==> config.mk <==
export PLATFORM = sky130hd
export DESIGN_NAME = sdram_ctrl_fsm
export DESIGN_NICKNAME = d
export VERILOG_FILES = /design/src/rtl/sdram_pkg.sv /design/src/rtl/sdram_rd_pipe.sv /design/src/rtl/sdram_ctrl_fsm.sv
export SDC_FILE = /design/constraint.sdc
export NUM_CORES = 1
export LEC_CHECK = 0
export ABC_AREA = 1
export ABC_CLOCK_PERIOD_IN_PS = 1700
export BUFFER_PORTS_ARGS = -buffer_cell sky130_fd_sc_hd__clkbuf_2
export CORE_MARGIN = 8
export CORE_UTILIZATION = 38
export DETAILED_ROUTE_END_ITERATION = 8
export PLACE_DENSITY = 0.58
export SLEW_MARGIN = 30
export SYNTH_ARGS = -nofsm -noshare
export SYNTH_HDL_FRONTEND = slang
export SYNTH_SLANG_ARGS = --single-unit
==> constraint.sdc <==
create_clock -name CLK -period 1.7 [get_ports CLK]
set_input_delay 0.085 -clock CLK [delete_from_list [all_inputs] [get_ports CLK]]
set_output_delay 0.085 -clock CLK [all_outputs]
set_load 0.01 [all_outputs]
==> src/rtl/sdram_pkg.sv <==
// sdram_pkg: command encodings, cmd field positions, state codes and helpers shared by the SDRAM sequencer.
package sdram_pkg;
   localparam int CMD_OP_HI = 6;
   localparam int CMD_OP_LO = 3;
   localparam int CMD_BA_HI = 2;
   localparam int CMD_BA_LO = 1;
   localparam int CMD_A10   = 0;
   localparam logic [7:0] CMD_NOP = 8'b1_0_111_000;
   localparam logic [7:0] CMD_PRE = 8'b1_0_010_001;
   localparam logic [7:0] CMD_REF = 8'b1_0_001_000;
   localparam logic [7:0] CMD_MRS = 8'b1_0_000_000;
   localparam logic [7:0] CMD_ACT = 8'b1_0_011_000;
   localparam logic [7:0] CMD_WR  = 8'b1_0_100_000;
   localparam logic [7:0] CMD_RD  = 8'b1_0_101_000;
   localparam logic [4:0] ST_INIT_PRE = 5'b01000;
   localparam logic [4:0] ST_INIT_REF = 5'b01001;
   localparam logic [4:0] ST_INIT_MRS = 5'b01010;
   localparam logic [4:0] ST_IDLE     = 5'b00000;
   localparam logic [4:0] ST_REF      = 5'b00001;
   localparam logic [4:0] ST_ACT      = 5'b10000;
   localparam logic [4:0] ST_WRITE    = 5'b11000;
   localparam logic [4:0] ST_READ     = 5'b10001;
   localparam logic [4:0] ST_PRE      = 5'b00010;
   typedef enum logic [3:0] {
      S_RST, S_IPRE, S_IREF, S_IMRS, S_IDLE, S_REF, S_ACT, S_WR, S_RD, S_PRE
   } fsm_t;
   function automatic int max2(input int a, input int b);
      return (a > b) ? a : b;
   endfunction
   function automatic logic [7:0] cmd_with(input logic [7:0] base, input logic [1:0] ba, input logic a10);
      logic [7:0] c;
      c = base;
      c[CMD_BA_HI:CMD_BA_LO] = ba;
      c[CMD_A10] = a10;
      return c;
   endfunction
endpackage

==> src/rtl/sdram_rd_pipe.sv <==
// sdram_rd_pipe: delays the RD-issued pulse by the CAS latency and stretches it into BURST_LEN rd_valid beats.
module sdram_rd_pipe
   import sdram_pkg::*;
#(
   parameter int T_CL      = 2,
   parameter int BURST_LEN = 1
) (
   input  logic i_clk,
   input  logic i_rst_n,
   input  logic i_rd_go,
   output logic o_rd_valid
);
   logic [T_CL-1:0] r_sh;
   logic [3:0]      r_beats;
   always_ff @(posedge i_clk or negedge i_rst_n) begin
      if (!i_rst_n) begin
         r_sh    <= '0;
         r_beats <= '0;
      end else begin
         r_sh    <= T_CL'({r_sh, i_rd_go});
         r_beats <= r_sh[T_CL-1] ? 4'(BURST_LEN - 1) : ((r_beats != '0) ? r_beats - 4'd1 : '0);
      end
   end
   assign o_rd_valid = r_sh[T_CL-1] | (r_beats != '0);
endmodule

==> src/rtl/sdram_ctrl_fsm.sv <==
// sdram_ctrl_fsm: parametrised SDRAM init/refresh/read/write command sequencer with a single wait timer.
// Define SDRAM_AUTO_PRECHARGE_EN to close rows with A10 auto-precharge instead of an explicit PRE.
module sdram_ctrl_fsm
   import sdram_pkg::*;
#(
   parameter int T_RP           = 2,
   parameter int T_RFC          = 8,
   parameter int T_RCD          = 2,
   parameter int T_WR           = 2,
   parameter int T_CL           = 2,
   parameter int T_MRD          = 2,
   parameter int BURST_LEN      = 1,
   parameter int INIT_REFRESHES = 2,
   parameter int REFRESH_THRESH = 519,
   parameter int CNT_W          = 10
) (
   input  logic             CLK,
   input  logic             RESET,
   input  logic [CNT_W-1:0] refresh_cnt,
   input  logic             wr_enable,
   input  logic             rd_enable,
   input  logic [1:0]       bank,
   output logic             ready,
   output logic             refresh_ack,
   output logic [7:0]       cmd,
   output logic             rd_valid,
   output logic [4:0]       state
);
`ifdef SDRAM_AUTO_PRECHARGE_EN
   localparam logic AP      = 1'b1;
   localparam int   WR_HOLD = T_WR + T_RP;
   localparam int   RD_HOLD = max2(BURST_LEN + T_RP, T_CL + BURST_LEN);
`else
   localparam logic AP      = 1'b0;
   localparam int   WR_HOLD = T_WR;
   localparam int   RD_HOLD = max2(BURST_LEN, T_CL + BURST_LEN - T_RP);
`endif
   // Hold times count the command cycle itself; the last read beat always precedes IDLE.
   localparam int HOLD_MAX = max2(max2(max2(T_RP, T_RFC), max2(T_RCD, T_MRD)), max2(WR_HOLD, RD_HOLD));
   localparam int TW = $clog2(HOLD_MAX + 1);
   localparam int IW = $clog2(INIT_REFRESHES + 1);
   fsm_t          r_st, w_st_nxt;
   logic [7:0]    r_cmd, w_cmd_nxt;
   logic [TW-1:0] r_tmr, w_tmr_nxt;
   logic [IW-1:0] r_iref, w_iref_nxt;
   logic [1:0]    r_bank, w_bank_nxt;
   logic          r_wr, w_wr_nxt;
   logic          r_ack, w_ack_nxt;
   logic          w_due;
   logic          w_rd_go;
   logic [4:0]    w_code;
   assign w_due = refresh_cnt >= CNT_W'(REFRESH_THRESH);
   always_ff @(posedge CLK or negedge RESET) begin
      if (!RESET) begin
         r_st   <= S_RST;
         r_cmd  <= CMD_NOP;
         r_tmr  <= '0;
         r_iref <= '0;
         r_bank <= '0;
         r_wr   <= 1'b0;
         r_ack  <= 1'b0;
      end else begin
         r_st   <= w_st_nxt;
         r_cmd  <= w_cmd_nxt;
         r_tmr  <= w_tmr_nxt;
         r_iref <= w_iref_nxt;
         r_bank <= w_bank_nxt;
         r_wr   <= w_wr_nxt;
         r_ack  <= w_ack_nxt;
      end
   end
   always_comb begin
      w_st_nxt   = r_st;
      w_cmd_nxt  = CMD_NOP;
      w_tmr_nxt  = (r_tmr != '0) ? r_tmr - TW'(1) : '0;
      w_iref_nxt = r_iref;
      w_bank_nxt = r_bank;
      w_wr_nxt   = r_wr;
      w_ack_nxt  = 1'b0;
      if (r_tmr == '0) begin
         case (r_st)
            S_RST: begin
               w_st_nxt  = S_IPRE;
               w_cmd_nxt = CMD_PRE;
               w_tmr_nxt = TW'(T_RP - 1);
            end
            S_IPRE: begin
               w_st_nxt  = S_IREF;
               w_cmd_nxt = CMD_REF;
               w_tmr_nxt = TW'(T_RFC - 1);
            end
            S_IREF: begin
               if (r_iref == IW'(INIT_REFRESHES - 1)) begin
                  w_st_nxt  = S_IMRS;
                  w_cmd_nxt = CMD_MRS;
                  w_tmr_nxt = TW'(T_MRD - 1);
               end else begin
                  w_cmd_nxt  = CMD_REF;
                  w_tmr_nxt  = TW'(T_RFC - 1);
                  w_iref_nxt = r_iref + IW'(1);
               end
            end
            S_IDLE: begin
               if (w_due) begin
                  w_st_nxt  = S_REF;
                  w_cmd_nxt = CMD_REF;
                  w_tmr_nxt = TW'(T_RFC - 1);
                  w_ack_nxt = 1'b1;
               end else if (wr_enable | rd_enable) begin
                  w_st_nxt   = S_ACT;
                  w_cmd_nxt  = cmd_with(CMD_ACT, bank, 1'b0);
                  w_tmr_nxt  = TW'(T_RCD - 1);
                  w_bank_nxt = bank;
                  w_wr_nxt   = wr_enable;
               end
            end
            S_ACT: begin
               w_st_nxt  = r_wr ? S_WR : S_RD;
               w_cmd_nxt = cmd_with(r_wr ? CMD_WR : CMD_RD, r_bank, AP);
               w_tmr_nxt = r_wr ? TW'(WR_HOLD - 1) : TW'(RD_HOLD - 1);
            end
`ifdef SDRAM_AUTO_PRECHARGE_EN
            S_WR, S_RD: w_st_nxt = S_IDLE;
`else
            S_WR, S_RD: begin
               w_st_nxt  = S_PRE;
               w_cmd_nxt = CMD_PRE;
               w_tmr_nxt = TW'(T_RP - 1);
            end
`endif
            S_IMRS, S_REF, S_PRE: w_st_nxt = S_IDLE;
            default: w_st_nxt = S_RST;
         endcase
      end
   end
   always_comb begin
      w_code = ST_INIT_PRE;
      case (r_st)
         S_IREF:  w_code = ST_INIT_REF;
         S_IMRS:  w_code = ST_INIT_MRS;
         S_IDLE:  w_code = ST_IDLE;
         S_REF:   w_code = ST_REF;
         S_ACT:   w_code = ST_ACT;
         S_WR:    w_code = ST_WRITE;
         S_RD:    w_code = ST_READ;
         S_PRE:   w_code = ST_PRE;
         default: w_code = ST_INIT_PRE;
      endcase
   end
   assign w_rd_go     = (r_st == S_RD) && (r_cmd[CMD_OP_HI:CMD_OP_LO] == CMD_RD[CMD_OP_HI:CMD_OP_LO]);
   assign ready       = (r_st == S_IDLE) & ~w_due;
   assign refresh_ack = r_ack;
   assign cmd         = r_cmd;
   assign state       = w_code;
   sdram_rd_pipe #(.T_CL(T_CL), .BURST_LEN(BURST_LEN)) u_rd_pipe (
      .i_clk      (CLK),
      .i_rst_n    (RESET),
      .i_rd_go    (w_rd_go),
      .o_rd_valid (rd_valid)
   );
endmodule

==> flow_metrics.env, run 1 <==
export IMPL_status="finished, final reports clean"
export IMPL_cp_arrival_ns=1.48
export IMPL_initial_utilization_pct=39.3
export IMPL_slew_headroom_pct=57.3
export IMPL_die_area_sq_mm=0.00598
export IMPL_clock_fmax_ghz=0.637
export IMPL_reg2reg_depth=9
export IMPL_final_max_slew_viol_count=0
export IMPL_grt_usage_pct=10.7
export IMPL_cts_tree="yes"
export IMPL_cap_viol_max_count=0
export IMPL_portBuffers=28
export IMPL_rows=22
export IMPL_worst_pin_slew_ns=0.641
export IMPL_die_x_microns=77.3
export IMPL_drive_gt1_share_pct=28.0
export IMPL_cts_root_buf="clkbuf_8"
export IMPL_clk_path_buf_depth=2
export IMPL_synth_seq_cells=26
export IMPL_grt_pass1_wl_microns=5400
export IMPL_post_drt_wl_per_cell_microns=11.7
export IMPL_layout_cells_non_filler=262
export IMPL_fin_crit_ns=1.57
export IMPL_cts_clk_slew_worst_paths_ns=0.08
export IMPL_cp_end_kind="output port"
export IMPL_critPathLaunchType="flip-flop"
export IMPL_htree_levels=1
export IMPL_holdPathEnd="r_wr"
export IMPL_hp_start="wr_enable"
export IMPL_core_sq_mm=0.00363
export IMPL_report_final_setup_viol=0
export IMPL_nNetsFinal=234
export IMPL_dr_total_vias=1211
export IMPL_netlist_area_sq_mm=0.00143
export IMPL_synthCells=180
export IMPL_finalSetupTns_ns=0
export IMPL_vias_per_cell=4.62
export IMPL_avgSynthCellArea_sq_um=7.94
export IMPL_cts_inserted_buffers=3
export IMPL_crit_fanout=6
export IMPL_r2r_start="r_st[2]"
export IMPL_antenna_found_initial=0
export IMPL_hold_depth=3
export IMPL_holdWs_ns=0.0804
export IMPL_drtAntennaViolNets=0
export IMPL_layout_commonest_cell="nand2_1"
export IMPL_io_pins=32
export IMPL_dp_cells=256
export IMPL_synth_cell_types=30
export IMPL_dr_pass1_iters=4
export IMPL_routabilityCongestion=0.855
export IMPL_grt_max_degree=27
export IMPL_grt_overflow=0
export IMPL_peakVddDrop_mv=0.534
export IMPL_fillCellCount=362
export IMPL_worstPathRequired_ns=1.62
export IMPL_clkLatencyLatePin_ns=0.27
export IMPL_drc_errors=0
export IMPL_die_y_microns=77.3
export IMPL_regArea_sq_um=654
export IMPL_r2r_slack_ns=0.21
export IMPL_reg2reg_to="r_st[0]"
export IMPL_fin_skew_ns=0.00509
export IMPL_diodes=0
export IMPL_crit_type="flip-flop to output port"
export IMPL_grt_pass1_vias=1262
export IMPL_hold_viol=0
export IMPL_cts_resized_gates=0
export IMPL_final_cell_mix="nand2_1 (44), clkbuf_2 (28), nor2_1 (25)"
export IMPL_p_leak_nw=0.930
export IMPL_dr_first_iter_drc_count=35
export IMPL_yosysWarnings=0
export IMPL_finalWirelength_microns=3060
export IMPL_cts_sinks=26
export IMPL_power_density_mw_per_mm2=1440
export IMPL_timing_final_crit_share_pct=92.3
export IMPL_syn_to_final_growth_pct=20.0
export IMPL_dp_hpwl_microns=2460
export IMPL_rsz0062_at_grt="no"
export IMPL_hp_class="primary input to flip-flop"
export IMPL_ys_seq_area_share_pct=45.8
export IMPL_multi_input_area_sq_um=662
cell type report:
type	instances	share of cell area, %
timing repair buffer	32	10.1
tap	48	3.50
clock buffer	3	2.41
sequential	26	38.2
multi-input combinational	128	38.6
clock inverter	1	1.75
inverter	24	5.47
per-stage QoR:
step | util (%) | setup slack (ns) | power [W] | cell area (sq um)
global route | 47.2 | 0.0147 | 0.00270 | 1710
detailed placement | 44.7 | 0.218 | 0.00197 | 1630
finish | 47.2 | 0.130 | 0.00247 | 1710
CTS | 47.0 | 0.0146 | 0.00249 | 1710
floorplan | - | 0.382 | 0.00164 | 1430
global placement | 44.7 | 0.210 | 0.00197 | 1630
metal layers:
layer | vias up | track usage [%] | part of all wire (%)
li1 | 627 | - | -
met1 | 527 | 12.9 | 47
met2 | 53 | 17.5 | 44
met3 | 4 | 3.96 | 7.6
met4 | 0 | 2.45 | 1.1
met5 | - | 0 | 0
critical path: stages, from the launching register on:
cell and delay [ns]:
dfrtp_1 0.44, inv_2 0.07, nor2_4 0.16, nand2_2 0.11, nor2_4 0.13, nand2_2 0.09
clkinv_2 0.09, clkbuf_2 0.13
Yosys cell counts:
cell      number  area share (%)
nand2_1       44              12
nor2_1        25             6.6
dfrtp_1       23              40
inv_1         19             5.0
nand3_1       15             5.3
a21oi_1        8             2.8
nand2_2        4             1.8
o21ai_0        4             1.4
buf_4          3             1.6
dfstp_2        3             5.5
ha_1           3             2.6
inv_2          3            0.79
nor2_4         3             2.4
conb_1         2            0.53
nand2_4        2             1.6
nand4_1        2            0.88
nor2_2         2            0.88
or2_2          2            0.88
xor2_1         2             1.2
a21oi_2        1            0.61
a22oi_1        1            0.53
clkinv_2       1            0.35
inv_4          1            0.44
nand3_2        1            0.70
nand3_4        1             1.2
nor3_1         1            0.35
nor4b_1        1            0.61
o211ai_1       1            0.53
or2_4          1            0.61
xnor2_1        1            0.61
where the power goes:
group	switching (W)	internal [W]	leakage, nW
registers	0.000130	0.000775	0.336
clock network	0.000187	0.000315	0.0357
logic	0.000684	0.000381	0.558
how the worst max path moves through the flow:
| stage | from | endpoint | slack, ns | cells past startpoint |
|---|---|---|---|---|
| after floorplan | r_st[3] | r_wr | 0.38 | 8 |
| final | r_st[2] | ready | 0.13 | 7 |
| after global routing | r_st[3] | state[0] | 0.01 | 6 |
| after global placement | r_st[2] | r_bank[0] | 0.21 | 9 |
| after CTS | r_st[2] | ready | 0.01 | 7 |
| after detailed placement | r_st[2] | r_wr | 0.22 | 9 |
timing repair:
action | 4_1_cts | 5_1_grt
hold endpoints to repair | 23 | 0
hold buffers | 1 | 0
setup endpoints to repair | 0 | 1
setup buffers | 0 | 1
cell families after synthesis:
| family | synth area share, % |
|---|---|
| simple gates | 35.2 |
| buf+inv | 8.14 |
| flops | 45.8 |
| compound gates | 5.87 |
| xor+xnor | 1.84 |
| fa+ha+maj | 2.63 |
| other cells | 0.526 |
registers in the layout, summed over array words and instances (netlist names), 2 cells and up:
| name | cells |
|---|---|
| r_iref | 2 |
| r_st | 4 |
| u_rd_pipe.r_sh | 2 |
| r_tmr | 4 |
| r_bank | 2 |
| cmd | 6 |
| u_rd_pipe.r_beats | 4 |
No activity file was read; power rests on OpenSTA's default activity.
==> run 2: changes to the inputs <==
--- a/config.mk
+++ b/config.mk
@@ -11,7 +11,7 @@
 export CORE_MARGIN = 8
 export CORE_UTILIZATION = 38
 export DETAILED_ROUTE_END_ITERATION = 8
-export PLACE_DENSITY = 0.58
+export PLACE_DENSITY = 0.55
 export SLEW_MARGIN = 30
 export SYNTH_ARGS = -nofsm -noshare
 export SYNTH_HDL_FRONTEND = slang
==> run 2 against run 1 <==
Worst hold slack lost 0.0079 ns. Clock skew shrank 0.0042 ns. Critical path depth is the same. Via count grew 1.2%. Non-clock buffer count grew 3. Fmax shrank 1.7%. Routed wire length grew 0.56%. Flip-flop and latch count is the same. Sequential power shrank 0.6%. Final cell count grew 1.1%. Register-to-register slack lost 0.10 ns. Die area is the same. Critical path type unchanged.
==> flow_metrics.env, run 2 (synthesized netlist as in run 1, its figures left out) <==
export IMPL_dp_hpwl_microns=2520
export IMPL_nNetsFinal=237
export IMPL_fin_util_pct=47.4
export IMPL_clock_fmax_ghz=0.626
export IMPL_fin_skew_ns=0.000873
export IMPL_crit_fanout=7
export IMPL_die_x_microns=77.3
export IMPL_cts_inserted_buffers=3
export IMPL_hp_class="primary input to flip-flop"
export IMPL_core_sq_mm=0.00363
export IMPL_grt_max_degree=27
export IMPL_worst_slack_ns=0.102
export IMPL_holdWs_ns=0.0725
export IMPL_clkLatencyLatePin_ns=0.26
export IMPL_dr_first_iter_drc_count=49
export IMPL_timing_final_crit_share_pct=94.0
export IMPL_report_final_setup_viol=0
export IMPL_htree_levels=1
export IMPL_portBuffers=28
export IMPL_finalWirelength_microns=3070
export IMPL_drtAntennaViolNets=0
export IMPL_power_density_mw_per_mm2=1370
export IMPL_busiest_layer="met2"
export IMPL_worstPathRequired_ns=1.62
export IMPL_fillCellCount=371
export IMPL_crit_type="flip-flop to output port"
export IMPL_final_cell_mix="nand2_1 (44), clkbuf_2 (28), nor2_1 (25)"
export IMPL_status="finished, final reports clean"
export IMPL_dr_total_vias=1226
export IMPL_layout_cells_non_filler=265
export IMPL_worst_pin_slew_ns=0.623
export IMPL_initial_utilization_pct=39.3
export IMPL_routabilityCongestion=0.778
export IMPL_drive_gt1_share_pct=29.5
export IMPL_cts_root_buf="clkbuf_8"
export IMPL_cts_tree="yes"
export IMPL_fin_crit_ns=1.60
export IMPL_antenna_found_initial=0
export IMPL_grt_overflow=0
export IMPL_final_max_slew_viol_count=0
export IMPL_syn_to_final_growth_pct=20.5
export IMPL_use_met3_pct=2.56
export IMPL_clk_path_buf_depth=2
export IMPL_cap_viol_max_count=0
export IMPL_cp_arrival_ns=1.51
export IMPL_io_pins=32
export IMPL_dp_cells=254
export IMPL_use_met1_pct=12.7
export IMPL_place_ws_ns=0.210
export IMPL_die_y_microns=77.3
export IMPL_hold_viol=0
export IMPL_r2r_slack_ns=0.11
export IMPL_cts_sinks=26
export IMPL_peakVddDrop_mv=0.494
export IMPL_rows=22
export IMPL_drc_errors=0
export IMPL_p_leak_nw=0.936
export IMPL_grt_pass1_wl_microns=5240
export IMPL_largest_register_ffs=6
export IMPL_post_drt_wl_per_cell_microns=11.6
export IMPL_critPathLaunchType="flip-flop"
export IMPL_layout_commonest_cell="nand2_1"
export IMPL_power_w=0.00237
export IMPL_vias_per_cell=4.63
export IMPL_cp_end_kind="output port"
export IMPL_cts_clk_slew_worst_paths_ns=0.08
export IMPL_slew_headroom_pct=58.5
export IMPL_die_area_sq_mm=0.00598
export IMPL_grt_use_met2_pct=17.7
export IMPL_diodes=0
export IMPL_grt_usage_pct=10.6
export IMPL_dr_pass1_iters=4
export IMPL_grt_pass1_vias=1219
-- run 2: changes by cell type in the layout (fill, tap and decap cells not counted) --
cell / delta
buf_4: +3
bufinv_16: -1
dfrtp_2: +1
clkbuf_8: +1
dfrtp_1: -1
-- run 2: layer usage --
metal | wire length, microns | up-vias
li1 | - | 629
met1 | 1460 | 569
met2 | 1450 | 23
met3 | 117 | 5
met4 | 48 | 0
met5 | 0 | -
-- run 2: cell type report --
class                   instances  area (sq um)  area share (%)
flip-flops and latches         26           656            38.1
inverters                      24          93.8            5.45
well taps                      48          60.1            3.49
multi-input cells             128           662            38.4
repair buffers                 35           195            11.3
clock buffers                   4          55.1            3.20
-- run 2: timing repair --
action / in CTS / in global routing
setup endpoints to repair: 0 / 1
hold endpoints to repair: 23 / 0
hold buffers: 1 / 0
buffers inserted: 0 / 6
resized for setup: 0 / 1
-- run 2: where the power goes --
group	switching, W	leakage (nW)	internal, W
logic	0.000674	0.573	0.000401
registers	0.000124	0.335	0.000777
clock network	0.000183	0.0288	0.000207
total	0.000981	0.936	0.00138
-- run 2: stage by stage --
stage                     TNS [ns]  cell area, sq um
after CTS                        0              1680
after global routing       -0.0214              1720
final                            0              1720
after global placement           0              1610
after detailed placement         0              1610
after floorplan                  0              1430
-- run 2: worst paths after layout --
check                                     to              start  cells past startpoint
max reg2reg                          r_st[1]            r_st[2]                      8
min                                     r_wr          wr_enable                      3
min reg2reg                u_rd_pipe.r_sh[1]  u_rd_pipe.r_sh[0]                      0
min in group asynchronous          r_bank[0]              RESET                      2
max in group asynchronous            r_st[2]              RESET                      2
max                                    ready            r_st[2]                      7
-- run 2: worst max-delay path, cell delays in order, from the launching register on --
cell and delay (ns):
dfrtp_2 0.41, inv_2 0.06, nor2_4 0.16, nand2_2 0.10
nor2_4 0.19, nand2_2 0.10, clkinv_2 0.09, clkbuf_2 0.13
==> run 3: changes to the inputs <==
--- a/config.mk
+++ b/config.mk
@@ -16,3 +16,4 @@
 export SYNTH_ARGS = -nofsm -noshare
 export SYNTH_HDL_FRONTEND = slang
 export SYNTH_SLANG_ARGS = --single-unit
+export TNS_END_PERCENT = 30
==> constraint.sdc (replaced) <==
create_clock -name CLK -period 1.7 [get_ports CLK]
set_input_delay 0 -clock CLK [delete_from_list [all_inputs] [get_ports CLK]]
set_output_delay 0 -clock CLK [all_outputs]
set_load 0.01 [all_outputs]
==> run 3 against run 2 <==
Die area unchanged. Total power decreased by 1.6%. Global-route usage unchanged. Critical path depth fell by 1. Worst hold slack lost 0.032 ns.
==> flow_metrics.env, run 3 (synthesized netlist as in run 1, its figures left out) <==
export IMPL_grt_pass1_vias=1219
export IMPL_cts_sinks=26
export IMPL_power_w=0.00233
export IMPL_rows=22
export IMPL_hold_viol=0
export IMPL_fillCellCount=371
export IMPL_cts_root_buf="clkbuf_8"
export IMPL_critPathLaunchType="flip-flop"
export IMPL_dr_total_vias=1217
export IMPL_cap_viol_max_count=0
export IMPL_power_density_mw_per_mm2=1370
export IMPL_fin_skew_ns=0.000719
export IMPL_dp_cells=254
export IMPL_portBuffers=28
export IMPL_grt_usage_pct=10.6
export IMPL_vias_per_cell=4.65
export IMPL_routabilityCongestion=0.778
export IMPL_dr_first_iter_drc_count=50
export IMPL_crit_path_max_incr_delay_ns=0.46
export IMPL_grt_max_degree=27
export IMPL_die_y_microns=77.3
export IMPL_layout_commonest_cell="nand2_1"
export IMPL_fin_util_pct=46.8
export IMPL_final_cell_area_sq_mm=0.00170
export IMPL_worstPathRequired_ns=1.70
export IMPL_antenna_found_initial=0
export IMPL_r2r_slack_ns=0.17
export IMPL_worst_pin_slew_ns=0.624
export IMPL_initial_utilization_pct=39.3
export IMPL_drc_errors=0
export IMPL_grt_overflow=0
export IMPL_report_final_setup_viol=0
export IMPL_dp_hpwl_microns=2520
export IMPL_dr_pass1_iters=4
export IMPL_p_leak_nw=0.923
export IMPL_drtAntennaViolNets=0
export IMPL_cp_arrival_ns=1.56
export IMPL_rsz0062_at_grt="no"
export IMPL_nNetsFinal=234
export IMPL_grt_pass1_wl_microns=5240
export IMPL_cp_end_kind="output port"
export IMPL_reg2reg_depth=8
export IMPL_clkLatencyLatePin_ns=0.26
export IMPL_status="finished, final reports clean"
export IMPL_crit_type="flip-flop to output port"
export IMPL_diodes=0
export IMPL_die_x_microns=77.3
export IMPL_cp_cell_sequence="nor2_4, nand2_2, nor2_4, nand2_2, clkinv_2, clkbuf_2"
export IMPL_cts_clk_slew_worst_paths_ns=0.08
export IMPL_cp_slowest_cell="dfrtp_1"
export IMPL_clk_path_buf_depth=2
export IMPL_die_area_sq_mm=0.00598
export IMPL_timing_final_crit_share_pct=91.7
export IMPL_layout_cells_non_filler=262
export IMPL_crit_fanout=7
export IMPL_final_max_slew_viol_count=0
export IMPL_finalWirelength_microns=3040
export IMPL_syn_to_final_growth_pct=19.1
export IMPL_htree_levels=1
export IMPL_clock_fmax_ghz=0.642
export IMPL_post_drt_wl_per_cell_microns=11.6
export IMPL_placed_cell_area_sq_mm=0.00161
export IMPL_cts_tree="yes"
export IMPL_io_pins=32
export IMPL_fin_crit_ns=1.56
export IMPL_drive_gt1_share_pct=28.0
export IMPL_cts_inserted_buffers=3
export IMPL_hp_class="primary input to flip-flop"
export IMPL_largest_register_ffs=6
export IMPL_finalSetupTns_ns=0
export IMPL_hold_depth=3
export IMPL_slew_headroom_pct=58.4
export IMPL_final_cell_mix="nand2_1 (44), clkbuf_2 (28), nor2_1 (25)"
export IMPL_peakVddDrop_mv=0.496
export IMPL_core_sq_mm=0.00363
[run 3: cell count changes in the layout (fill, tap and decap cells not counted)]
cell,previous run,this run
dlygate4sd3_1,1,2
buf_4,6,2
[run 3: layout make-up]
cell class | instances | area (sq um) | share of cell area, %
Multi-Input combinational cell | 128 | 662 | 38.9
Sequential cell | 26 | 656 | 38.5
Timing Repair Buffer | 32 | 175 | 10.3
Inverter | 24 | 93.8 | 5.51
Tap cell | 48 | 60.1 | 3.53
Clock buffer | 4 | 55.1 | 3.24
[run 3: final timing paths]
kind / from / endpoint
worst max-delay path: r_st[3] / ready
worst min-delay path: refresh_cnt[9] / refresh_ack
worst max register to register: r_st[3] / r_tmr[2]
worst min register to register: u_rd_pipe.r_sh[0] / u_rd_pipe.r_sh[1]
max in group asynchronous: RESET / r_st[2]
min in group asynchronous: RESET / r_bank[0]
[run 3: routing by layer]
metal	up-vias	track usage (%)	share of wire (%)	routed length, microns
li1	622	-	-	-
met1	563	12.7	48	1460
met2	27	17.7	47	1420
met3	5	2.56	4.0	123
met4	0	4.53	1.6	48
met5	-	0	0	0
[run 3: stage by stage]
stage          setup WS, ns  hold WS, ns
6_report              0.142       0.0401
5_1_grt              0.0157       0.0471
4_1_cts              0.0955       0.0323
3_5_place_dp          0.210       0.0598
3_3_place_gp          0.220       0.0459
2_1_floorplan         0.382       -0.296
[run 3: worst max-delay path: cells and delay by family, from the launching register on]
kind / cells / cell delay [ns]
buffers and inverters: 2 / 0.22
DFF: 1 / 0.46
and+or+nand+nor: 4 / 0.62
[run 3: timing repair]
action,4_1_cts,5_1_grt
hold buffers,2,0
setup buffers,0,2
setup endpoints to repair,0,1
endpoints found under the hold margin,24,0
resized for setup,0,1
[run 3: report_power, final]
| group | total (W) | switching, W | internal, W |
|---|---|---|---|
| Sequential | 0.000903 | 0.000126 | 0.000777 |
| Clock | 0.000390 | 0.000183 | 0.000207 |
| Combinational | 0.00104 | 0.000666 | 0.000369 |
